**config.mk**
```make
export PLATFORM = sky130hd
export DESIGN_NAME = wiredng_cache_bank_sched
export DESIGN_NICKNAME = d
export VERILOG_FILES = /design/src/rtl/wiredng_cache_pkg.sv /design/src/rtl/wiredng_bank_starve_ctr.sv /design/src/rtl/wiredng_cache_bank_sched.sv
export SDC_FILE = /design/constraint.sdc
export NUM_CORES = 1
export LEC_CHECK = 0
export BUFFER_PORTS_ARGS = -buffer_cell sky130_fd_sc_hd__buf_2
export CAP_MARGIN = 20
export CORE_AREA = 3 3 132 134
export DETAILED_ROUTE_END_ITERATION = 6
export DIE_AREA = 0 0 135 137
export GPL_TIMING_DRIVEN = 1
export PLACE_DENSITY = 0.59
export SETUP_SLACK_MARGIN = 0.2
export SLEW_MARGIN = 30
export SYNTH_ARGS = -nofsm -noshare
export SYNTH_HDL_FRONTEND = slang
export SYNTH_SLANG_ARGS = --single-unit
export TNS_END_PERCENT = 1
```
**constraint.sdc**
```tcl
create_clock -name clk -period 4.6 [get_ports clk]
set_clock_uncertainty 0.2 [all_clocks]
set_input_delay 0.92 -clock clk [delete_from_list [all_inputs] [get_ports clk]]
set_output_delay 0.92 -clock clk [all_outputs]
set_load 0.03 [all_outputs]
```
**src/rtl/wiredng_cache_pkg.sv**
```systemverilog
// ---------------------------------------------------------------------------
// wiredng_cache_pkg
// Shared types for the cache bank scheduler:
//   cache_tag_t        line tag, physical address bits [47:14]
//   cache_index_t      set index, address bits [13:4]
//   bank_cmd_t         registered SRAM command fields (way enable and tag
//                      are carried beside it, since their widths are
//                      parameters of the scheduler)
//   bank_sched_state_e scheduler FSM states
// ---------------------------------------------------------------------------
package wiredng_cache_pkg;

  localparam int CACHE_PA_LENGTH    = 48;
  localparam int CACHE_WAY_COUNT    = 4;
  localparam int CACHE_STARVE_LIMIT = 8;

  localparam logic [7:0] FULL_BMASK = 8'hFF;

  typedef logic [CACHE_PA_LENGTH-1:14] cache_tag_t;
  typedef logic [13:4]                 cache_index_t;

  typedef struct packed {
    logic         en;
    logic         we;
    cache_index_t addr;
    logic         word;
    logic [63:0]  wdata;
    logic [7:0]   bmask;
    logic         tag_we;
  } bank_cmd_t;

  typedef enum logic [0:0] {
    IDLE,
    RF_BEAT1
  } bank_sched_state_e;

endpackage

```
**src/rtl/wiredng_bank_starve_ctr.sv**
```systemverilog
// ---------------------------------------------------------------------------
// wiredng_bank_starve_ctr
// Counts consecutive cycles a valid load is refused. Saturates at LIMIT and
// clears whenever the load is accepted or withdrawn. force_grant is high
// while the count sits at LIMIT.
// Ports:
//   clk, rst      bank clock, async active-high reset
//   ld_valid      load request present
//   ld_ready      load accepted this cycle
//   force_grant   load has waited LIMIT cycles and must go next
// ---------------------------------------------------------------------------
module wiredng_bank_starve_ctr #(
  parameter int LIMIT = 8
) (
  input  logic clk,
  input  logic rst,
  input  logic ld_valid,
  input  logic ld_ready,
  output logic force_grant
);

  localparam int CW = $clog2(LIMIT + 1);
  localparam logic [CW-1:0] LIM = CW'(LIMIT);

  logic [CW-1:0] cnt;

  always_ff @(posedge clk or posedge rst) begin
    if (rst) begin
      cnt <= '0;
    end else if (!ld_valid || ld_ready) begin
      cnt <= '0;
    end else if (cnt != LIM) begin
      cnt <= cnt + 1'b1;
    end
  end

  assign force_grant = (cnt == LIM);

endmodule

```
**src/rtl/wiredng_cache_bank_sched.sv**
```systemverilog
// ---------------------------------------------------------------------------
// wiredng_cache_bank_sched
// Single-port scheduler for one cache bank's data/tag SRAM. Arbitrates load
// lookups, store-hit writes and two-beat refills, and issues one registered
// SRAM command per cycle (visible the cycle after acceptance).
//
// Optional build macro: WIREDNG_BANK_HAZARD_EN
//   When defined, a load is refused if its index matches a write on the SRAM
//   port this cycle or last cycle, or the refill index during a burst.
//
// Ports:
//   clk, rst                         bank clock, async active-high reset
//   ld_valid_i/ld_index_i/ld_ready_o load lookup request
//   st_*                             store hit write (index, word, way,
//                                    data, byte mask)
//   rf_*                             refill beat (index, way, tag, data)
//   sram_*                           registered SRAM command
//   busy_o                           refill burst in progress
//
// state    | meaning
// ---------+-------------------------------------------------------------
// IDLE     | arbitrate: forced load > refill > store > load
// RF_BEAT1 | refill beat 0 written; only refill beat 1 may be accepted
// ---------------------------------------------------------------------------
module wiredng_cache_bank_sched
  import wiredng_cache_pkg::*;
#(
  parameter int WAY_COUNT    = CACHE_WAY_COUNT,
  parameter int PA_LENGTH    = CACHE_PA_LENGTH,
  parameter int STARVE_LIMIT = CACHE_STARVE_LIMIT
) (
  input  logic                  clk,
  input  logic                  rst,
  input  logic                  ld_valid_i,
  input  logic [13:4]           ld_index_i,
  output logic                  ld_ready_o,
  input  logic                  st_valid_i,
  input  logic [13:4]           st_index_i,
  input  logic                  st_word_i,
  input  logic [WAY_COUNT-1:0]  st_way_i,
  input  logic [63:0]           st_data_i,
  input  logic [7:0]            st_mask_i,
  output logic                  st_ready_o,
  input  logic                  rf_valid_i,
  input  logic [13:4]           rf_index_i,
  input  logic [WAY_COUNT-1:0]  rf_way_i,
  input  logic [PA_LENGTH-1:14] rf_tag_i,
  input  logic [63:0]           rf_data_i,
  output logic                  rf_ready_o,
  output logic                  sram_en_o,
  output logic                  sram_we_o,
  output logic [13:4]           sram_addr_o,
  output logic                  sram_word_o,
  output logic [WAY_COUNT-1:0]  sram_way_we_o,
  output logic [63:0]           sram_wdata_o,
  output logic [7:0]            sram_bmask_o,
  output logic                  sram_tag_we_o,
  output logic [PA_LENGTH-1:14] sram_tag_o,
  output logic                  busy_o
);

  bank_sched_state_e     state;
  bank_cmd_t             cmd_q;
  logic [WAY_COUNT-1:0]  way_q;
  logic [PA_LENGTH-1:14] tag_q;
  logic                  force_grant;
  logic                  force_ld;
  logic                  hazard;

  wiredng_bank_starve_ctr #(
    .LIMIT(STARVE_LIMIT)
  ) u_starve (
    .clk        (clk),
    .rst        (rst),
    .ld_valid   (ld_valid_i),
    .ld_ready   (ld_ready_o),
    .force_grant(force_grant)
  );

`ifdef WIREDNG_BANK_HAZARD_EN
  // Index of the write that was on the SRAM port one cycle ago.
  logic        wr_vld_q;
  logic [13:4] wr_idx_q;

  always_ff @(posedge clk or posedge rst) begin
    if (rst) begin
      wr_vld_q <= 1'b0;
      wr_idx_q <= '0;
    end else begin
      wr_vld_q <= sram_en_o & sram_we_o;
      wr_idx_q <= sram_addr_o;
    end
  end

  assign hazard = (sram_en_o && sram_we_o && (ld_index_i == sram_addr_o)) ||
                  (wr_vld_q && (ld_index_i == wr_idx_q)) ||
                  (busy_o && (ld_index_i == rf_index_i));
`else
  assign hazard = 1'b0;
`endif

  // A forced load blocks the other requesters even when a hazard holds it
  // back, so the SRAM drains and the hazard clears within two cycles.
  assign force_ld = force_grant && ld_valid_i && (state == IDLE);

  always_comb begin
    ld_ready_o = 1'b0;
    st_ready_o = 1'b0;
    rf_ready_o = 1'b0;
    if (!rst) begin
      if (state == RF_BEAT1) begin
        rf_ready_o = rf_valid_i;
      end else if (force_ld) begin
        ld_ready_o = !hazard;
      end else if (rf_valid_i) begin
        rf_ready_o = 1'b1;
      end else if (st_valid_i) begin
        st_ready_o = 1'b1;
      end else if (ld_valid_i) begin
        ld_ready_o = !hazard;
      end
    end
  end

  always_ff @(posedge clk or posedge rst) begin
    if (rst) begin
      state <= IDLE;
      cmd_q <= '0;
      way_q <= '0;
      tag_q <= '0;
    end else begin
      cmd_q <= '0;
      way_q <= '0;
      tag_q <= '0;
      if (rf_ready_o) begin
        cmd_q.en     <= 1'b1;
        cmd_q.we     <= 1'b1;
        cmd_q.addr   <= rf_index_i;
        cmd_q.word   <= (state == RF_BEAT1);
        cmd_q.wdata  <= rf_data_i;
        cmd_q.bmask  <= FULL_BMASK;
        cmd_q.tag_we <= (state == RF_BEAT1);
        way_q        <= rf_way_i;
        if (state == RF_BEAT1) begin
          tag_q <= rf_tag_i;
          state <= IDLE;
        end else begin
          state <= RF_BEAT1;
        end
      end else if (st_ready_o) begin
        cmd_q.en    <= 1'b1;
        cmd_q.we    <= 1'b1;
        cmd_q.addr  <= st_index_i;
        cmd_q.word  <= st_word_i;
        cmd_q.wdata <= st_data_i;
        cmd_q.bmask <= st_mask_i;
        way_q       <= st_way_i;
      end else if (ld_ready_o) begin
        cmd_q.en   <= 1'b1;
        cmd_q.addr <= ld_index_i;
      end
    end
  end

  assign sram_en_o     = cmd_q.en;
  assign sram_we_o     = cmd_q.we;
  assign sram_addr_o   = cmd_q.addr;
  assign sram_word_o   = cmd_q.word;
  assign sram_wdata_o  = cmd_q.wdata;
  assign sram_bmask_o  = cmd_q.bmask;
  assign sram_tag_we_o = cmd_q.tag_we;
  assign sram_way_we_o = way_q;
  assign sram_tag_o    = tag_q;
  assign busy_o        = (state == RF_BEAT1);

endmodule

```
# --- Word-level counts from Yosys, hierarchy flattened ---
# Index checks and enable logic that the tools add are counted.
word_totals:
  ff_bits: 129
  out_inout_bits: 128
  elab_cells: 50
classes:
  addsub: 1
  n_eq_ne: 2
  muxes: 30
  bitwise: 1
  reduce_logical: 5
op_table:
  columns: ["operator", "count"]
  rows:
  - ["two-way mux 85 bit", 1]
  - ["two-way mux 73 bit", 1]
  - ["two-way mux 34 bit", 2]
  - ["two-way mux 1 bit", 20]
  - ["two-way mux 10 bit", 2]
  - ["two-way mux 4 bit", 4]
  - ["adder 4 x 1 -> 4 bit (second input constant)", 1]
  - ["== test 4 bit (second input constant)", 1]
  - ["inequality test 4 bit (second input constant)", 1]
  - ["logical AND 1 bit", 2]
  - ["nonzero test 2 bit", 1]
  - ["logical NOT 1 bit", 1]
  - ["logical OR 1 bit", 1]
  - ["inverter 1 bit", 1]

# --- Depth between registers and ports, before layout ---
logic_depth:
  ltp_word: 9
  mapped_depth: 7

# --- Hierarchy ---
# Synthesis repeated with hierarchy kept, for this count alone.
hier_totals:
  cells_unflattened: 343
  hier_area_um2: 4734.5
by_module_without_submodules:
  columns: ["mod", "instances", "cells_each", "area_per_inst_um2", "seq_area_each_um2"]
  rows:
  - ["wiredng_cache_bank_sched", 1, 320, 4463.0, 3128.0]
  - ["wiredng_bank_starve_ctr", 1, 23, 271.5, 100.1]

# --- Worst setup path before layout ---
# No wires, ideal clock.
synth_timing:
  path_type: "input port to output port"
  from: "in st_valid_i"
  to: "out ld_ready_o"
  arrival_ps: 1853
  slack_ps: 1627
  path_stages: 3
  n_path_buf: 1
  cell_sequence: "or2_2 a2111oi_4 buf_4"
synth_between:
  elab_chain_len: 5
synth_rtl:
  columns: ["element", "line_no", "text"]
  rows:
  - ["start: declaration", "wiredng_cache_bank_sched.sv:37", "input logic st_valid_i,"]
  - ["two-way mux 1 bit", "wiredng_cache_bank_sched.sv:117", "end else if (st_valid_i) begin"]
  - ["two-way mux 1 bit", "wiredng_cache_bank_sched.sv:115", "end else if (rf_valid_i) begin"]
  - ["two-way mux 1 bit", "wiredng_cache_bank_sched.sv:113", "end else if (force_ld) begin"]
  - ["two-way mux 1 bit", "wiredng_cache_bank_sched.sv:111", "if (state == RF_BEAT1) begin"]
  - ["two-way mux 1 bit", "wiredng_cache_bank_sched.sv:110", "if (!rst) begin"]
  - ["end: declaration", "wiredng_cache_bank_sched.sv:36", "output logic ld_ready_o,"]
# No other way between the ends.

# --- Worst setup path in the final report ---
layout_timing:
  from: "reg u_starve.cnt[0]"
  to: "out ld_ready_o"
layout_between:
  elab_chain_len: 6
layout_rtl:
  columns: ["element", "line_no", "text"]
  rows:
  - ["start: declaration", "wiredng_bank_starve_ctr.sv:25", "logic [CW-1:0] cnt;"]
  - ["start signal: assignment", "wiredng_bank_starve_ctr.sv:33", "cnt <= cnt + 1'b1;"]
  - ["== test 4 bit", "wiredng_bank_starve_ctr.sv:37", "assign force_grant = (cnt == LIM);"]
  - ["logical AND 1 bit (2 in series)", "wiredng_cache_bank_sched.sv:104", "assign force_ld = force_grant && ld_valid_i && (state == IDLE);"]
  - ["two-way mux 1 bit", "wiredng_cache_bank_sched.sv:113", null]
  - ["two-way mux 1 bit", "wiredng_cache_bank_sched.sv:111", null]
  - ["two-way mux 1 bit", "wiredng_cache_bank_sched.sv:110", null]
# No other way between the ends.

==> metrics.md <==
| Metric | Value |
|---|---|
| #FFs+latches synth | `129` |
| Register clock-pin slew on the reported worst setup and hold paths | `0.06 ns` |
| Die outline height | `137 microns` |
| Clk pwr share | `40.5%` |
| Post-CTS Setup Bufs | `0` |
| # diodes | `0` |
| CTS Buffer Depth | `2` |
| Mapped Cells | `322` |
| Worst-skew pair later-pin latency | `0.41 ns` |
| Kind of critical path | `flip-flop to output port` |
| Static leakage | `0.00421 uW` |
| Worst path max stage delay | `0.73 ns` |
| Worst rel slew slack | `38.6%` |
| Vias in the first global route | `4259` |
| Antenna Nets Post-Route | `0` |
| Slowest stage cell, crit path | `a2111oi_4` |
| Die Wd | `135 microns` |
| Crit-path max FO | `15` |
| Synth Net Count | `538` |
| Fin crit share | `77.8%` |
| Reg2reg end | `sram_wdata_o[7]` |
| Startpoint types | `flip-flop` |
| PwrDens | `446 nW/um^2` |
| Int Pwr | `2260 uW` |
| Worst path cell trace | `inv_1 -> ha_1 -> nand3b_2 -> a2111oi_4 -> buf_2` |
| Final nets | `872` |
| Worst EP arrival | `2.46 ns` |
| Hold Path Class | `primary input to asynchronous set/reset pin` |
| Routed wire per std cell | `17.4 microns` |
| Row count | `47` |
| Distinct cells, synth | `29` |
| Status | `completed` |
| Largest net degree at the start of global routing | `90` |
| Detailed Routing Iterations Pass 1 | `4` |
| I/O pins | `342` |
| TritonCTS Buffers | `17` |
| Fin Hold WS | `0.408 ns` |
| Synth Cell Area | `4720 sq um` |
| Num Clock Sinks | `129` |
| PortBufs | `341` |
| Layout cells sized above 1 | `57.8%` |
| Final Slew Violations | `0` |
| GR Overflow Total | `0` |
| R2R Path Start | `u_starve.cnt[0]` |
| Synthesis Warnings | `0` |
| Post-layout min period | `3.58 ns` |
| Syn_area_per_cell | `14.7 sq um` |
| Reg-to-reg slack, setup | `1.96 ns` |
| Final setup violation count | `0` |
| Initial antenna violation count | `0` |
| Die ar. | `18500 sq um` |
| Post-synthesis sequential area ratio | `68.3%` |
| Final Non-Filler Cells | `889` |
| CTS tree | `done` |
| Via density | `4.56` |
| DR vias | `4054` |
| R2R cell count | `6` |
| Post-cts hold buffer count | `0` |
| Psw | `953 uW` |
| Slew at the pin closest to its max-slew limit | `0.921 ns` |
| Final hold violations | `0` |
| CP Capture Type | `output port` |
| Initial Util | `28.8%` |
| Kind of cell adding the most delay to the critical path | `compound AO/OA/AOI/OAI gates` |
| GP Congestion | `0.816` |
| Fmax | `0.279 GHz` |
| RSZ-0062 raised after global routing | `false` |
| TNS Setup | `0 ns` |
| Placed cells | `856` |
| Critical Path RT | `3.48 ns` |
| Worst path buffer plus inverter count | `2` |
| H-tree Lvls | `4` |
| All-Layer GR Usage | `16.0%` |
| Core region area | `16400 sq um` |
| Synth-to-layout area growth | `52.3%` |
| Gates resized, CTS repair | `0` |
| Logic pwr share | `18.6%` |
| First-pass GRT wire length | `22700 microns` |
| 1st-iter DRT viols | `166` |
| Max-cap violations | `0` |
| DR DRC count | `0` |
| CTS root buf | `clkbuf_16` |
| Post-DP HPWL | `11800 microns` |
| Maximum VDD drop | `230 uV` |
| Final WL | `15400 microns` |
| Switching Fraction | `29.7%` |
| Sequential fraction of design power | `40.9%` |
| Power, Total | `3210 uW` |
-- cells by family after synthesis --
| family | after synthesis | share of synthesized area, % |
|---|---|---|
| AOI/OAI and AO/OA | 100 | 19.2 |
| DFF | 129 | 68.3 |
| xor gates and xnor gates | 4 | 0.742 |
| and+or+nand+nor | 49 | 6.52 |
| muxes | 1 | 0.212 |
| adders and majority gates | 2 | 0.530 |
| buffers and inverters | 37 | 4.48 |
-- cell type report --
type,instances,area [sq um]
Fill cell,1558,9220
Sequential cell,129,3230
Timing Repair Buffer,347,1770
Multi-Input combinational cell,156,1310
Clock buffer,19,443
Tap cell,220,275
Clock inverter,13,138
Inverter,5,22.5
-- worst register-to-register path: cells and delay by family, from the launching register on --
| kind | cells | cell delay (ns) |
|---|---|---|
| AOI/OAI and AO/OA | 1 | 0.33 |
| adders and majority gates | 1 | 0.23 |
| DFF | 1 | 0.41 |
| buffers and inverters | 2 | 0.81 |
| and+or+nand+nor | 2 | 0.59 |
-- registers in the layout (all words and copies together) (netlist names) --
name	flops
sram_addr_o	10
sram_word_o	1
busy_o	1
sram_tag_we_o	1
u_starve.cnt	4
sram_tag_o	34
sram_we_o	1
sram_way_we_o	4
sram_bmask_o	8
sram_en_o	1
sram_wdata_o	64
-- Yosys cell counts (all sizes together) --
master	number	area, sq um
dfrtp	129	3230
a22o	68	596
and3	34	213
buf	23	159
a221o	10	100
o311a	10	100
a21o	9	67.6
clkbuf	9	33.8
inv	5	18.8
nor3	4	20.0
a21boi	2	15.0
ha	2	25.0
or2	2	12.5
xnor2	2	17.5
xor2	2	17.5
a2111oi	1	27.5
and2	1	6.26
and4b	1	10.0
mux2i	1	10.0
nand2	1	3.75
nand3	1	5.00
nand3b	1	11.3
nor2	1	3.75
nor2b	1	6.26
nor4bb	1	10.0
or3	1	6.26
-- layer usage --
| metal | part of all wire (%) | vias to the layer above | global-route usage [%] |
|---|---|---|---|
| li1 | - | 1876 | - |
| met3 | 7.9 | 25 | 5.55 |
| met1 | 37 | 1938 | 18.1 |
| met2 | 52 | 215 | 28.3 |
| met4 | 2.2 | 0 | 5.66 |
| met5 | 0 | - | 0 |
-- stage by stage --
step,utilization [%],setup WS (ns),area (sq um)
after floorplan,-,1.63,4730
after global placement,40.1,1.17,6580
after detailed placement,40.1,1.12,6580
after CTS,43.7,1.01,7160
after global routing,43.8,0.873,7190
final,43.8,1.02,7190
-- worst max-delay path by stage --
stage / startpoint / endpoint / slack [ns] / cells past startpoint
2_1_floorplan: st_valid_i / ld_ready_o / 1.63 / 3
3_3_place_gp: rf_valid_i / ld_ready_o / 1.17 / 4
3_5_place_dp: rf_valid_i / ld_ready_o / 1.12 / 4
4_1_cts: u_starve.cnt[0] / ld_ready_o / 1.01 / 5
5_1_grt: u_starve.cnt[0] / ld_ready_o / 0.87 / 5
6_report: u_starve.cnt[0] / ld_ready_o / 1.02 / 5
-- power groups by stage --
stage                     clock [uW]  sequential (uW)  combinational, uW
after global routing            1400             1330                639
after detailed placement           0             1330                601
final                           1300             1310                598
after CTS                       1340             1310                603
after floorplan                    0             1480                206
after global placement             0             1330                594
-- cell usage in the layout (no fill, tap or decap), drive strengths merged, types with 2 or more instances in the layout --
| master | count |
|---|---|
| a21boi | 2 |
| clkbuf | 19 |
| bufinv | 2 |
| and3 | 34 |
| a221o | 10 |
| xnor2 | 2 |
| nor3 | 4 |
| a21o | 9 |
| inv | 5 |
| dfrtp | 129 |
| a22o | 68 |
| buf | 347 |
| clkinvlp | 4 |
| xor2 | 2 |
| ha | 2 |
| clkinv | 7 |
| o311a | 10 |
| or2 | 2 |
No activity file was read; power rests on OpenSTA's default activity.
